`config.mk`:
```
export PLATFORM = sky130hd
export DESIGN_NAME = trap_ctrl
export DESIGN_NICKNAME = d
export VERILOG_FILES = /design/src/rtl/trap_ctrl.sv
export SDC_FILE = /design/constraint.sdc
export NUM_CORES = 1
export LEC_CHECK = 0
export BUFFER_PORTS_ARGS = -buffer_cell sky130_fd_sc_hd__buf_2
export CAP_MARGIN = 20
export CORE_AREA = 3 3 261 263
export CTS_BUF_LIST = sky130_fd_sc_hd__clkbuf_8
export DETAILED_ROUTE_END_ITERATION = 10
export DIE_AREA = 0 0 264 266
export GPL_TIMING_DRIVEN = 0
export PLACE_DENSITY_LB_ADDON = 0.25
export SLEW_MARGIN = 20
export SYNTH_ARGS = -nofsm -noshare
export SYNTH_HDL_FRONTEND = slang
export SYNTH_SLANG_ARGS = --single-unit
```
`constraint.sdc`:
```
create_clock -name clk -period 12.3 [get_ports clk]
set_input_delay 2.46 -clock clk [delete_from_list [all_inputs] [get_ports clk]]
set_output_delay 2.46 -clock clk [all_outputs]
set_load 0.01 [all_outputs]
```
`src/rtl/trap_ctrl.sv`:
```
// Machine-mode trap controller: prioritises interrupts and synchronous exceptions at commit,
// issues CSR update strobes, redirects fetch through a valid/ready handshake and tracks M/U privilege.
//
// state    | meaning
// BOOT     | offering RESET_PC to fetch after reset
// RUN      | sampling commits for traps and mret
// TAKE     | one-cycle trap entry strobes (mepc/mcause/mtval, MIE push)
// RET      | one-cycle mret strobes (MIE pop, privilege restore)
// WAIT_ACK | redirect offered, waiting for fetch to accept
module trap_ctrl #(
    parameter int                XLEN     = 64,
    parameter int                NUM_IRQ  = 16,
    parameter logic [XLEN-1:0]   RESET_PC = XLEN'(64'h8000_0000)
) (
    input  logic                 clk,
    input  logic                 rst,
    input  logic                 commit_valid,
    input  logic [XLEN-1:0]      commit_pc,
    input  logic [XLEN-1:0]      commit_npc,
    input  logic [31:0]          commit_instr,
    input  logic [6:0]           exc_i,
    input  logic [XLEN-1:0]      exc_addr,
    input  logic [NUM_IRQ-1:0]   irq_pending_i,
    input  logic [NUM_IRQ-1:0]   irq_enable_i,
    input  logic                 mstatus_mie_i,
    input  logic [1:0]           mstatus_mpp_i,
    input  logic [XLEN-1:0]      mtvec_i,
    input  logic [XLEN-1:0]      mepc_i,
    input  logic                 redirect_ready,
    output logic                 redirect_valid,
    output logic [XLEN-1:0]      redirect_pc,
    output logic                 flush_o,
    output logic                 busy_o,
    output logic                 set_epc_o,
    output logic [XLEN-1:0]      epc_o,
    output logic                 set_cause_o,
    output logic [XLEN-1:0]      cause_o,
    output logic                 set_mtval_o,
    output logic [XLEN-1:0]      mtval_o,
    output logic                 mie_push_o,
    output logic                 mie_pop_o,
    output logic [1:0]           priv_o
);

    localparam int CW = 5;
    localparam logic [1:0] PRIV_M = 2'b11;
    localparam logic [1:0] PRIV_U = 2'b00;

    typedef enum logic [2:0] {
        S_BOOT,
        S_RUN,
        S_TAKE,
        S_RET,
        S_WAIT_ACK
    } state_t;

    state_t          state_q, state_d;
    logic            rv_q, rv_d;
    logic [XLEN-1:0] rpc_q, rpc_d;
    logic [1:0]      priv_q, priv_d;
    logic [1:0]      mpp_q, mpp_d;
    logic [XLEN-1:0] epc_q, epc_d;
    logic [XLEN-1:0] cause_q, cause_d;
    logic [XLEN-1:0] mtval_q, mtval_d;
    logic            mtval_en_q, mtval_en_d;

    logic [NUM_IRQ-1:0] irq_cand;
    logic               irq_hit;
    logic [CW-1:0]      irq_code;

    logic            trap_hit;
    logic            ret_hit;
    logic            intr;
    logic [CW-1:0]   code;
    logic [XLEN-1:0] trap_mtval;
    logic            trap_mtval_en;
    logic [XLEN-1:0] handler_pc;

    // Fixed order 11, 3, 7 overrides the descending scan of the remaining lines.
    always_comb begin
        irq_cand = irq_pending_i & irq_enable_i;
        irq_hit  = 1'b0;
        irq_code = '0;
        for (int i = 0; i < NUM_IRQ; i++) begin
            if (irq_cand[i] && i != 3 && i != 7 && i != 11) begin
                irq_hit  = 1'b1;
                irq_code = CW'(i);
            end
        end
        if (irq_cand[7]) begin
            irq_hit  = 1'b1;
            irq_code = CW'(7);
        end
        if (irq_cand[3]) begin
            irq_hit  = 1'b1;
            irq_code = CW'(3);
        end
        if (irq_cand[11]) begin
            irq_hit  = 1'b1;
            irq_code = CW'(11);
        end
        irq_hit = irq_hit && ((priv_q == PRIV_U) || mstatus_mie_i);
    end

    always_comb begin
        trap_hit      = 1'b1;
        ret_hit       = 1'b0;
        intr          = 1'b0;
        code          = '0;
        trap_mtval    = '0;
        trap_mtval_en = 1'b0;
        if (irq_hit) begin
            intr = 1'b1;
            code = irq_code;
        end else if (exc_i[0]) begin
            code          = CW'(0);
            trap_mtval    = commit_pc;
            trap_mtval_en = 1'b1;
        end else if (exc_i[1] || (exc_i[2] && priv_q == PRIV_U)) begin
            code          = CW'(2);
            trap_mtval    = {{(XLEN-32){1'b0}}, commit_instr};
            trap_mtval_en = 1'b1;
        end else if (exc_i[4]) begin
            code          = CW'(3);
            trap_mtval    = commit_pc;
            trap_mtval_en = 1'b1;
        end else if (exc_i[5]) begin
            code          = CW'(6);
            trap_mtval    = exc_addr;
            trap_mtval_en = 1'b1;
        end else if (exc_i[6]) begin
            code          = CW'(4);
            trap_mtval    = exc_addr;
            trap_mtval_en = 1'b1;
        end else if (exc_i[3]) begin
            code = (priv_q == PRIV_U) ? CW'(8) : CW'(11);
        end else if (exc_i[2]) begin
            trap_hit = 1'b0;
            ret_hit  = 1'b1;
        end else begin
            trap_hit = 1'b0;
        end
        handler_pc = {mtvec_i[XLEN-1:2], 2'b00};
        if (intr && mtvec_i[1:0] == 2'b01) begin
            handler_pc = handler_pc + (XLEN'(code) << 2);
        end
    end

    always_comb begin
        state_d    = state_q;
        rv_d       = rv_q;
        rpc_d      = rpc_q;
        priv_d     = priv_q;
        mpp_d      = mpp_q;
        epc_d      = epc_q;
        cause_d    = cause_q;
        mtval_d    = mtval_q;
        mtval_en_d = mtval_en_q;
        case (state_q)
            S_BOOT: begin
                if (rv_q && redirect_ready) begin
                    rv_d    = 1'b0;
                    state_d = S_RUN;
                end else begin
                    rv_d = 1'b1;
                end
            end
            S_RUN: begin
                if (commit_valid && trap_hit) begin
                    state_d    = S_TAKE;
                    rv_d       = 1'b1;
                    rpc_d      = handler_pc;
                    epc_d      = intr ? commit_npc : commit_pc;
                    cause_d    = {intr, {(XLEN-1-CW){1'b0}}, code};
                    mtval_d    = trap_mtval;
                    mtval_en_d = trap_mtval_en;
                end else if (commit_valid && ret_hit) begin
                    state_d = S_RET;
                    rv_d    = 1'b1;
                    rpc_d   = mepc_i;
                    mpp_d   = mstatus_mpp_i;
                end
            end
            S_TAKE, S_RET, S_WAIT_ACK: begin
                if (state_q == S_TAKE) priv_d = PRIV_M;
                if (state_q == S_RET)  priv_d = mpp_q;
                if (redirect_ready) begin
                    rv_d    = 1'b0;
                    state_d = S_RUN;
                end else begin
                    state_d = S_WAIT_ACK;
                end
            end
            default: state_d = S_BOOT;
        endcase
    end

    always_ff @(posedge clk or negedge rst) begin
        if (!rst) begin
            state_q    <= S_BOOT;
            rv_q       <= 1'b0;
            rpc_q      <= RESET_PC;
            priv_q     <= PRIV_M;
            mpp_q      <= PRIV_M;
            epc_q      <= '0;
            cause_q    <= '0;
            mtval_q    <= '0;
            mtval_en_q <= 1'b0;
        end else begin
            state_q    <= state_d;
            rv_q       <= rv_d;
            rpc_q      <= rpc_d;
            priv_q     <= priv_d;
            mpp_q      <= mpp_d;
            epc_q      <= epc_d;
            cause_q    <= cause_d;
            mtval_q    <= mtval_d;
            mtval_en_q <= mtval_en_d;
        end
    end

    assign redirect_valid = rv_q;
    assign redirect_pc    = rpc_q;
    assign busy_o         = (state_q != S_RUN);
    assign flush_o        = (state_q == S_TAKE) || (state_q == S_RET);
    assign set_epc_o      = (state_q == S_TAKE);
    assign set_cause_o    = (state_q == S_TAKE);
    assign set_mtval_o    = (state_q == S_TAKE) && mtval_en_q;
    assign mie_push_o     = (state_q == S_TAKE);
    assign mie_pop_o      = (state_q == S_RET);
    assign epc_o          = epc_q;
    assign cause_o        = cause_q;
    assign mtval_o        = mtval_q;
    assign priv_o         = priv_q;

endmodule

```
==> impl_metrics.yaml, run 1 <==
setup_path:
  crit_fanout: 10
  r2r.worst_path.cells: 17
  crit_slowest_cell: "a222oi_1"
  worstSetupStartpoint: "irq_pending_i[10]"
  crit_type: "in -> reg"
  crit_top_cell: "buf_2"
  critPathRequiredTime_ps: 12830
  worstSetupEndpointType: "flop"
  path_cells: "buf_2, a222oi_1, nand4_2, o21ai_2, buf_2, a21oi_1, a31oi_1, inv_1, fa_1, nand2b_1, a211oi_2, nand4_1, or3_1, buf_2, or4_1, nand3_1"
  reg2reg_from: "priv_o[1]$_DFFE_PN1P_"
  critPathLaunchType: "input pin"
  crit_path_max_incr_delay_ps: 890
  cp.arrival_ps: 8260
cells_and_area:
  multi_input_area_um2: 6320
  fillers: 7480
  nNetsFinal: 2626
  syn2layout_area_growth_pct: 43.5
  regArea_um2: 5160
  design_area_um2: 17500
  drive_above_1_share_pct: 35.4
synthesis:
  synth_edf_count: 0
  ys.flop_type: "dfrtp_1"
  avgSynthCellArea_um2: 8.07
  ys_seq_area_share_pct: 42.3
  synth.lib_cells_used.distinct: 69
  synth_area_um2: 12200
  synth_cells: 1512
  synth_seq_cells: 206
  ys_warn_count: 0
  synth_top_area_cell: "dfrtp_1"
  synth_top_area_share_pct: 41.2
  synthArstFlopShare_pct: 100
  synth_area_leaders: "dfrtp_1, nand2_1, o21ai_0"
placement:
  place_congestion: 0.930
  dp_hpwl_mm: 60.7
  dpl-instance-area_um2: 16600
  port_buffers: 603
  dp_worst_setup_slack_ps: 3730
clock_network:
  clock-sinks: 206
  cts_resized: 0
  cts_made_buffers: 44
  holdBufCountCts: 0
  cts_setup_buffers: 0
  clk_path_buf_depth: 3
  htree_num_levels: 2
  cts_tree: "built"
  cts-root-buf: "clkbuf_8"
  worst_setup_hold_path_clk_slew_ps: 60
  worstSkewPairLatency_ps: 620
power:
  pwr-share-comb_pct: 44.7
  power.switching_uw: 1550
  pwr-share-clk_pct: 21.6
  vdd_ir_drop_max_mv: 0.105
  swShare_pct: 44.0
  leakagePower_uw: 0.00832
  seqPwrFrac_pct: 33.7
  cellPowerDensity_nw_per_um2: 202
  internal_power_uw: 1980
min_path:
  min_from: "mpp_q[1]$_DFFE_PN1P_"
  hold_class: "reg -> reg"
  min_path_cells: 2
sta:
  setup_ws_ps: 4570
  drv_slew: 0
  rsz0062_at_grt: "false"
  fin_crit_ps: 7730
  fin_skew_ps: 24.6
  fmaxAchievable_mhz: 129
  tightest_slew_ps: 1020
  fin_crit_sh_pct: 62.8
  setup_viol: 0
  maxSlewHeadroom_pct: 32.3
  finalHoldViolCount: 0
  setup-tns-final_ps: 0
global_route:
  grt_first_pass_wirelength_mm: 105
  grt_pass1_vias: 14900
  gr-usage-all-layers_pct: 20.1
  gr-total-overflow: 0
  grt_max_degree: 88
  antenna_found_initial: 12
detailed_routing:
  dr.pass1.iters: 5
  ant_nets: 0
  drc: 0
  wl_mm: 74.2
  via_per_inst: 4.72
  vias: 14700
  wl_per_cell_um: 23.7
  drt_iter0_markers: 988
die:
  coreArea_um2: 65900
  io_pins: 664
  start_util_pct: 18.5
  die_h_um: 266
  row_count: 94
  fp.dieArea_um2: 70200
  fp.dieW_um: 264
job:
  cap_violations: 0
outcome:
  run_status: "finished, final reports clean"
-- cell type report --
| cell class | count | share of cell area [%] |
|---|---|---|
| tap | 864 | 6.18 |
| buffer | 166 | 5.22 |
| antenna | 6 | 0.0858 |
| sequential | 206 | 29.5 |
| multi-input combinational | 1186 | 36.1 |
| timing repair buffer | 607 | 17.7 |
| clock inverter | 25 | 0.879 |
| clock buffer | 52 | 4.09 |
| inverter | 12 | 0.257 |
-- per-layer routing --
metal	wire (µm)	track usage [%]
met5	47	0
met4	1860	5.66
met3	5780	4.81
met2	37400	36.1
met1	29100	23.9
-- synthesized netlist by cell type, types with 3 or more instances --
cell type  number
ha_1            4
clkbuf_1       68
o22ai_1        10
o21ai_0       122
nand3_1        75
xor2_1          3
nand2_1       314
inv_1          11
buf_2          31
xnor2_1        19
or2_2           5
a211oi_1        8
nand4_1        21
o211ai_1       15
and3_1         11
nor2_1        119
a21oi_1        84
dfstp_2         5
or4_1           7
o21a_1          7
o21ai_1        11
a222oi_1        5
mux2i_1        15
o31a_1          9
mux2_2          3
a21o_1          3
nor4_1         28
a211o_1         5
nor3_1         36
dfrtp_1       201
a22oi_1        40
or3_1           6
a31oi_1        68
nor3b_1         4
and2_1         15
a22o_1          7
a32o_1          3
nand2b_1        6
a221o_1         3
buf_4          65
nand3b_1        3
-- metrics by stage --
| stage | instances | power, µW | hold WS (ps) | utilization [%] |
|---|---|---|---|---|
| 6_report | 3124 | 3530 | 467 | 26.6 |
| 5_1_grt | 3120 | 3790 | 491 | 26.6 |
| 4_1_cts | 3118 | 3600 | 473 | 26.6 |
| 2_1_floorplan | 1570 | 1960 | 439 | - |
| 3_5_place_dp | 3041 | 2810 | 461 | 25.2 |
| 3_3_place_gp | 3037 | 2780 | 458 | 25.1 |
-- power by group through the flow --
stage,clock network (µW),logic [µW],registers (µW)
2_1_floorplan,0,633,1330
3_3_place_gp,0,1590,1180
3_5_place_dp,0,1610,1190
4_1_cts,797,1620,1190
5_1_grt,825,1740,1230
6_report,764,1580,1190
-- path summary, 6_finish.rpt --
path,end,slack [ps]
max,redirect_pc[56]$_DFFE_PN0P_,4570
min,mpp_q[1]$_DFFE_PN1P_,470
max reg2reg,redirect_pc[56]$_DFFE_PN0P_,6610
min reg2reg,mpp_q[1]$_DFFE_PN1P_,470
max in group asynchronous,epc_o[22]$_DFFE_PN0P_,9700
min in group asynchronous,redirect_pc[25]$_DFFE_PN0P_,1740
-- state kept, by name (all words and copies together), names as in the netlist --
name	flops
cause_o	5
epc_o	64
mpp_q	2
mtval_en_q	1
mtval_o	64
priv_o	2
redirect_pc	64
redirect_valid	1
state_q	3
-- worst max-delay path: cells and delay by family --
family	cells	cell delay [ps]
compound gates	5	2260
simple gates	6	2260
buf+inv	4	800
fa+ha+maj	1	460
-- cell usage in the layout, fill, tap and decap left out, types with 7 or more instances in the layout --
cell type,n
xnor2_1,19
and3_1,11
o22ai_1,10
a21oi_1,84
a211oi_1,8
buf_4,67
buf_2,633
a31oi_1,68
conb_1,59
a22oi_1,40
a22o_1,7
dfrtp_1,201
clkbuf_8,52
nand3_1,75
o31a_1,9
o21a_1,7
nor2_1,119
o211ai_1,15
mux2i_1,15
clkbuf_1,68
nand4_1,21
inv_1,27
o21ai_1,11
nor4_1,27
and2_1,15
o21ai_0,122
nand2_1,314
nor3_1,36
or4_1,7
-- cells by family after synthesis --
family | Yosys count | synth area share, %
AND/OR/NAND/NOR | 663 | 24.5
AO/OA/AOI/OAI | 419 | 21.6
flip-flops | 206 | 42.3
buffers and inverters | 178 | 7.86
XOR/XNOR | 22 | 1.58
multiplexers | 18 | 1.51
adder cells (fa/ha/maj) | 5 | 0.574
other | 1 | 0.0307
No activity file was read; power rests on OpenSTA's default activity.
==> run 2: changes to the inputs <==
--- a/config.mk
+++ b/config.mk
@@ -5,12 +5,13 @@
 export SDC_FILE = /design/constraint.sdc
 export NUM_CORES = 1
 export LEC_CHECK = 0
+export ABC_AREA = 1
 export BUFFER_PORTS_ARGS = -buffer_cell sky130_fd_sc_hd__buf_2
 export CAP_MARGIN = 20
-export CORE_AREA = 3 3 261 263
+export CORE_AREA = 3 3 260 262
 export CTS_BUF_LIST = sky130_fd_sc_hd__clkbuf_8
 export DETAILED_ROUTE_END_ITERATION = 10
-export DIE_AREA = 0 0 264 266
+export DIE_AREA = 0 0 263 265
 export GPL_TIMING_DRIVEN = 0
 export PLACE_DENSITY_LB_ADDON = 0.25
 export SLEW_MARGIN = 20
==> constraint.sdc (replaced) <==
create_clock -name clk -period 6.5 [get_ports clk]
set_input_delay 1.3 -clock clk [delete_from_list [all_inputs] [get_ports clk]]
set_output_delay 1.3 -clock clk [all_outputs]
set_load 0.01 [all_outputs]
==> impl_metrics.yaml, run 2 <==
clock_network:
  clock-sinks: 206
  cts_setup_buffers: 0
  cts_resized: 0
  clk_path_buf_depth: 3
  cts_tree: "built"
  holdBufCountCts: 0
  cts-root-buf: "clkbuf_8"
  cts_made_buffers: 44
  worst_setup_hold_path_clk_slew_ps: 60
  worstSkewPairLatency_ps: 630
  htree_num_levels: 2
detailed_routing:
  vias: 17000
  ant_nets: 0
  wl_mm: 77.3
  drt_iter0_markers: 1423
  dr.pass1.iters: 6
  via_per_inst: 4.44
  wl_per_cell_um: 20.2
  drc: 0
setup_path:
  ff2ff_setup_slack_ps: 1980
  r2r.worst_path.cells: 23
  crit_top_cell: "nand2_1"
  crit_type: "in -> reg"
  crit_fanout: 10
  crit_slowest_cell: "nor2_1"
  path_delay_family: "simple AND/OR/NAND/NOR gates"
  critPathLaunchType: "input pin"
  critPathRequiredTime_ps: 6990
  reg2reg_from: "priv_o[1]$_DFFE_PN1P_"
  worstSetupEndpointType: "flop"
  worst-path-buf-inv: 5
  r2r-end: "redirect_pc[50]$_DFFE_PN0P_"
  crit_path_max_incr_delay_ps: 460
  cp.arrival_ps: 5650
die:
  start_util_pct: 21.5
  io_pins: 664
  fp.dieW_um: 263
  coreArea_um2: 65600
  fp.dieArea_um2: 69700
  row_count: 94
  die_h_um: 265
min_path:
  worstHoldEndpoint: "redirect_pc[31]$_DFFE_PN1P_"
  hold_class: "reg -> reg"
  min_path_cells: 2
  min_from: "redirect_pc[31]$_DFFE_PN1P_"
cells_and_area:
  layout.cells.most_common_list: "nand2_1, buf_2, nor2_1"
  nNetsFinal: 3309
  final_common_cell: "nand2_1"
  drive_above_1_share_pct: 27.5
  stdcell_count: 3824
  syn2layout_area_growth_pct: 38.1
synthesis:
  ys_warn_count: 0
  synth.lib_cells_used.distinct: 42
  avgSynthCellArea_um2: 6.41
  synth_seq_cells: 206
  synthArstFlopShare_pct: 100
  synth_cells: 2197
  synth_top_cells_by_count: "nand2_1, nor2_1, dfrtp_1, inv_1, o21ai_0"
  synth.most_common_cell: "nand2_1"
  synth_top_area_cell: "dfrtp_1"
  synth_area_um2: 14100
  synth_top_area_share_pct: 35.7
  synth_area_leaders: "dfrtp_1, nand2_1, nor2_1"
  ys.flop_type: "dfrtp_1"
  synth_edf_count: 0
  ys_seq_area_share_pct: 36.6
global_route:
  antenna_found_initial: 29
  busiest_layer: "met2"
  use_met2_pct: 33.2
  gr-usage-all-layers_pct: 21.0
  gr-total-overflow: 0
  grt_first_pass_wirelength_mm: 109
  grt_max_degree: 85
  grtUsageMet3_pct: 5.13
  grt_pass1_vias: 16200
  grtUsageMet1_pct: 28.3
placement:
  place_congestion: 0.948
  port_buffers: 603
  dp_hpwl_mm: 63.8
  dp_cells: 3724
sta:
  rsz0062_at_grt: "false"
  tightest_slew_ps: 869
  setup-tns-final_ps: 0
  maxSlewHeadroom_pct: 41.7
  fin_crit_ps: 5160
  fin_crit_sh_pct: 79.3
  setup_viol: 0
  fmaxAchievable_mhz: 194
  drv_slew: 0
  finalHoldViolCount: 0
  holdWs_ps: 470
  fin_skew_ps: 42.2
outcome:
  run_status: "finished, final reports clean"
power:
  finalPower_uw: 6950
  vdd_ir_drop_max_mv: 0.140
  leakagePower_uw: 0.0110
  cellPowerDensity_nw_per_um2: 358
job:
  cap_violations: 0
## run 2: through the flow
stage / worst slack (ps) / util [%] / area, µm²
3_5_place_dp: 562 / 28.1 / 18500
2_1_floorplan: 2400 / - / 14300
4_1_cts: 1230 / 29.5 / 19400
6_report: 1340 / 29.6 / 19400
3_3_place_gp: 46.6 / 28.0 / 18400
5_1_grt: 985 / 29.6 / 19400
## run 2: worst max path at each step
stage	slack, ps	end	cells past startpoint	startpoint
finish	1340	redirect_pc[50]$_DFFE_PN0P_	25	irq_pending_i[10]
global route	990	redirect_pc[50]$_DFFE_PN0P_	25	irq_enable_i[10]
CTS	1230	redirect_pc[50]$_DFFE_PN0P_	25	irq_pending_i[5]
detailed placement	560	redirect_pc[34]$_DFFE_PN0P_	24	irq_pending_i[5]
global placement	50	mtval_o[38]$_DFFE_PN0P_	1	rst
floorplan	2400	redirect_pc[34]$_DFFE_PN0P_	23	irq_pending_i[12]
## run 2: worst min-delay path, cell delays in order (launching register included)
cell     delay (ps)
dfstp_2         370
nand2_1          50
nand2_1          50
## run 2: layout make-up
class	instances	area [µm²]
Inverter	174	653
Antenna cell	22	55.1
Clock buffer	50	688
Multi-Input combinational cell	1706	7490
Clock inverter	28	235
Timing Repair Buffer	605	3080
Buffer	169	997
Tap cell	864	1080
Fill cell	7575	46200
Sequential cell	206	5160
## run 2: cell families after synthesis
group / synth area share, %
multiplexers: 0.160
AND/OR/NAND/NOR: 37.8
XOR/XNOR: 1.68
AO/OA/AOI/OAI: 11.5
flip-flops: 36.6
adder cells (fa/ha/maj): 0.498
buffers and inverters: 11.7
other: 0.0266
## run 2: metal layers
layer,up-vias,part of all wire (%)
li1,8279,-
met1,7849,43
met2,711,46
met3,125,7.9
met4,12,2.9
met5,-,0.10
## run 2: power breakdown
group	internal [µW]	switching (µW)
sequential	1890	385
clock	863	683
combinational	1110	2030
total	3860	3090
==> run 3: changes to the inputs <==
--- a/config.mk
+++ b/config.mk
@@ -5,13 +5,13 @@
 export SDC_FILE = /design/constraint.sdc
 export NUM_CORES = 1
 export LEC_CHECK = 0
-export ABC_AREA = 1
+export ABC_AREA = 0
 export BUFFER_PORTS_ARGS = -buffer_cell sky130_fd_sc_hd__buf_2
 export CAP_MARGIN = 20
-export CORE_AREA = 3 3 260 262
+export CORE_AREA = 3 3 261 263
 export CTS_BUF_LIST = sky130_fd_sc_hd__clkbuf_8
 export DETAILED_ROUTE_END_ITERATION = 10
-export DIE_AREA = 0 0 263 265
+export DIE_AREA = 0 0 264 266
 export GPL_TIMING_DRIVEN = 0
 export PLACE_DENSITY_LB_ADDON = 0.25
 export SLEW_MARGIN = 20
==> constraint.sdc (replaced) <==
create_clock -name clk -period 5.1 [get_ports clk]
set_input_delay 1.02 -clock clk [delete_from_list [all_inputs] [get_ports clk]]
set_output_delay 1.02 -clock clk [all_outputs]
set_load 0.01 [all_outputs]
==> impl_metrics.yaml, run 3 (synthesized netlist as in run 1, its figures left out) <==
placement:
  place_congestion: 0.930
  port_buffers: 603
  dp_worst_setup_slack_ps: -2030
  dpl-instance-area_um2: 16600
  dp_hpwl_mm: 60.7
clock_network:
  clock-sinks: 206
  htree_num_levels: 2
  worstSkewPairLatency_ps: 600
  clk_path_buf_depth: 3
  holdBufCountCts: 0
  cts-root-buf: "clkbuf_8"
  worst_setup_hold_path_clk_slew_ps: 60
  cts_made_buffers: 44
  cts_tree: "built"
die:
  fp.dieW_um: 264
  start_util_pct: 18.5
  io_pins: 664
  coreArea_um2: 65900
  fp.dieArea_um2: 70200
  die_h_um: 266
  row_count: 94
global_route:
  grt_pass1_vias: 14900
  gr-total-overflow: 0
  gr-usage-all-layers_pct: 20.2
  grt_max_degree: 88
  grt_first_pass_wirelength_mm: 105
  antenna_found_initial: 12
cells_and_area:
  multi_input_area_um2: 6440
  nNetsFinal: 2637
  syn2layout_area_growth_pct: 45.2
  regArea_um2: 5160
  drive_above_1_share_pct: 36.4
  layout.cells.most_common_list: "buf_2, nand2_1, dfrtp_1"
  final_common_cell: "buf_2"
  fillers: 7474
  design_area_um2: 17700
sta:
  maxSlewHeadroom_pct: 33.3
  setup_viol: 0
  finalHoldViolCount: 0
  rsz0062_at_grt: "false"
  setup_ws_ps: 124
  tightest_slew_ps: 1000
  fmaxAchievable_mhz: 201
  holdWs_ps: 300
  drv_slew: 0
  fin_skew_ps: 29.1
  fin_crit_ps: 4980
  fin_crit_sh_pct: 97.6
detailed_routing:
  drc: 0
  ant_nets: 0
  via_per_inst: 4.74
  vias: 14800
  wl_per_cell_um: 23.8
  dr.pass1.iters: 6
  drt_iter0_markers: 1029
  wl_mm: 74.6
setup_path:
  reg2reg_from: "priv_o[1]$_DFFE_PN1P_"
  worstSetupStartpoint: "irq_enable_i[12]"
  cp.arrival_ps: 5510
  crit_type: "in -> reg"
  critPathRequiredTime_ps: 5630
  critPathLaunchType: "input pin"
  crit_fanout: 9
  worstSetupEndpointType: "flop"
power:
  vdd_ir_drop_max_mv: 0.254
  cellPowerDensity_nw_per_um2: 484
  leakagePower_uw: 0.00839
outcome:
  run_status: "finished, final reports clean"
min_path:
  hold_class: "in -> async"
job:
  cap_violations: 0
-- run 3: power by group --
part / switching (µW) / total [µW] / internal, µW
clock: 859 / 1840 / 981
sequential: 452 / 2870 / 2420
combinational: 2470 / 3860 / 1400
total: 3780 / 8580 / 4800
-- run 3: worst max-delay path, stage by stage --
cell      delay (ps)
buf_2            170
a222oi_1         420
buf_4            250
and4_1           190
buf_2            220
a21oi_4          130
buf_4            190
a31oi_4          250
ha_1             230
inv_1             60
fa_1             400
nand2b_1         200
a211oi_4         330
nand4_1          130
buf_4            210
or3_1            330
buf_2            180
or4_1            470
nand3_1           90
-- run 3: per-stage QoR --
stage	power [µW]	cells	setup TNS (ps)	util, %
floorplan	4720	1570	0	-
global placement	6700	3037	-278200	25.1
detailed placement	6770	3041	-77360	25.2
CTS	8730	3126	0	26.8
global route	9200	3132	0	26.9
finish	8580	3134	0	26.9
-- run 3: layout make-up --
class                      instances  area share [%]
multi-input combinational       1186            36.3
sequential                       206            29.1
timing repair buffer             620            18.0
tap                              864            6.10
buffer                           164            5.14
clock buffer                      52            4.04
clock inverter                    25           0.869
inverter                          12           0.254
antenna                            5          0.0706
-- run 3: layer usage --
metal  GRT usage [%]  vias to the layer above  share of wire [%]
met4            5.81                       10                2.8
met2            36.2                      729                 50
met1            24.0                     7244                 39
met5               0                        -              0.082
li1                -                     6731                  -
met3            4.82                      127                7.5
-- run 3: repair_timing --
item                                   in CTS  in global routing
pin swaps                                   6                  6
buffers inserted                            9                  4
endpoints found under the hold margin       0                  0
gates resized for setup                    17                  4
gates cloned                                0                  0
setup endpoints to repair                  55                 19
-- run 3: path summary, 6_finish.rpt --
check	end	slack (ps)	cells past startpoint
worst max-delay path	redirect_pc[56]$_DFFE_PN0P_	120	19
worst min-delay path	redirect_pc[25]$_DFFE_PN0P_	300	1
worst max register to register	redirect_pc[56]$_DFFE_PN0P_	330	17
worst min register to register	mpp_q[1]$_DFFE_PN1P_	470	2
max in group asynchronous	epc_o[22]$_DFFE_PN0P_	3930	2
min in group clk	mpp_q[1]$_DFFE_PN1P_	470	2
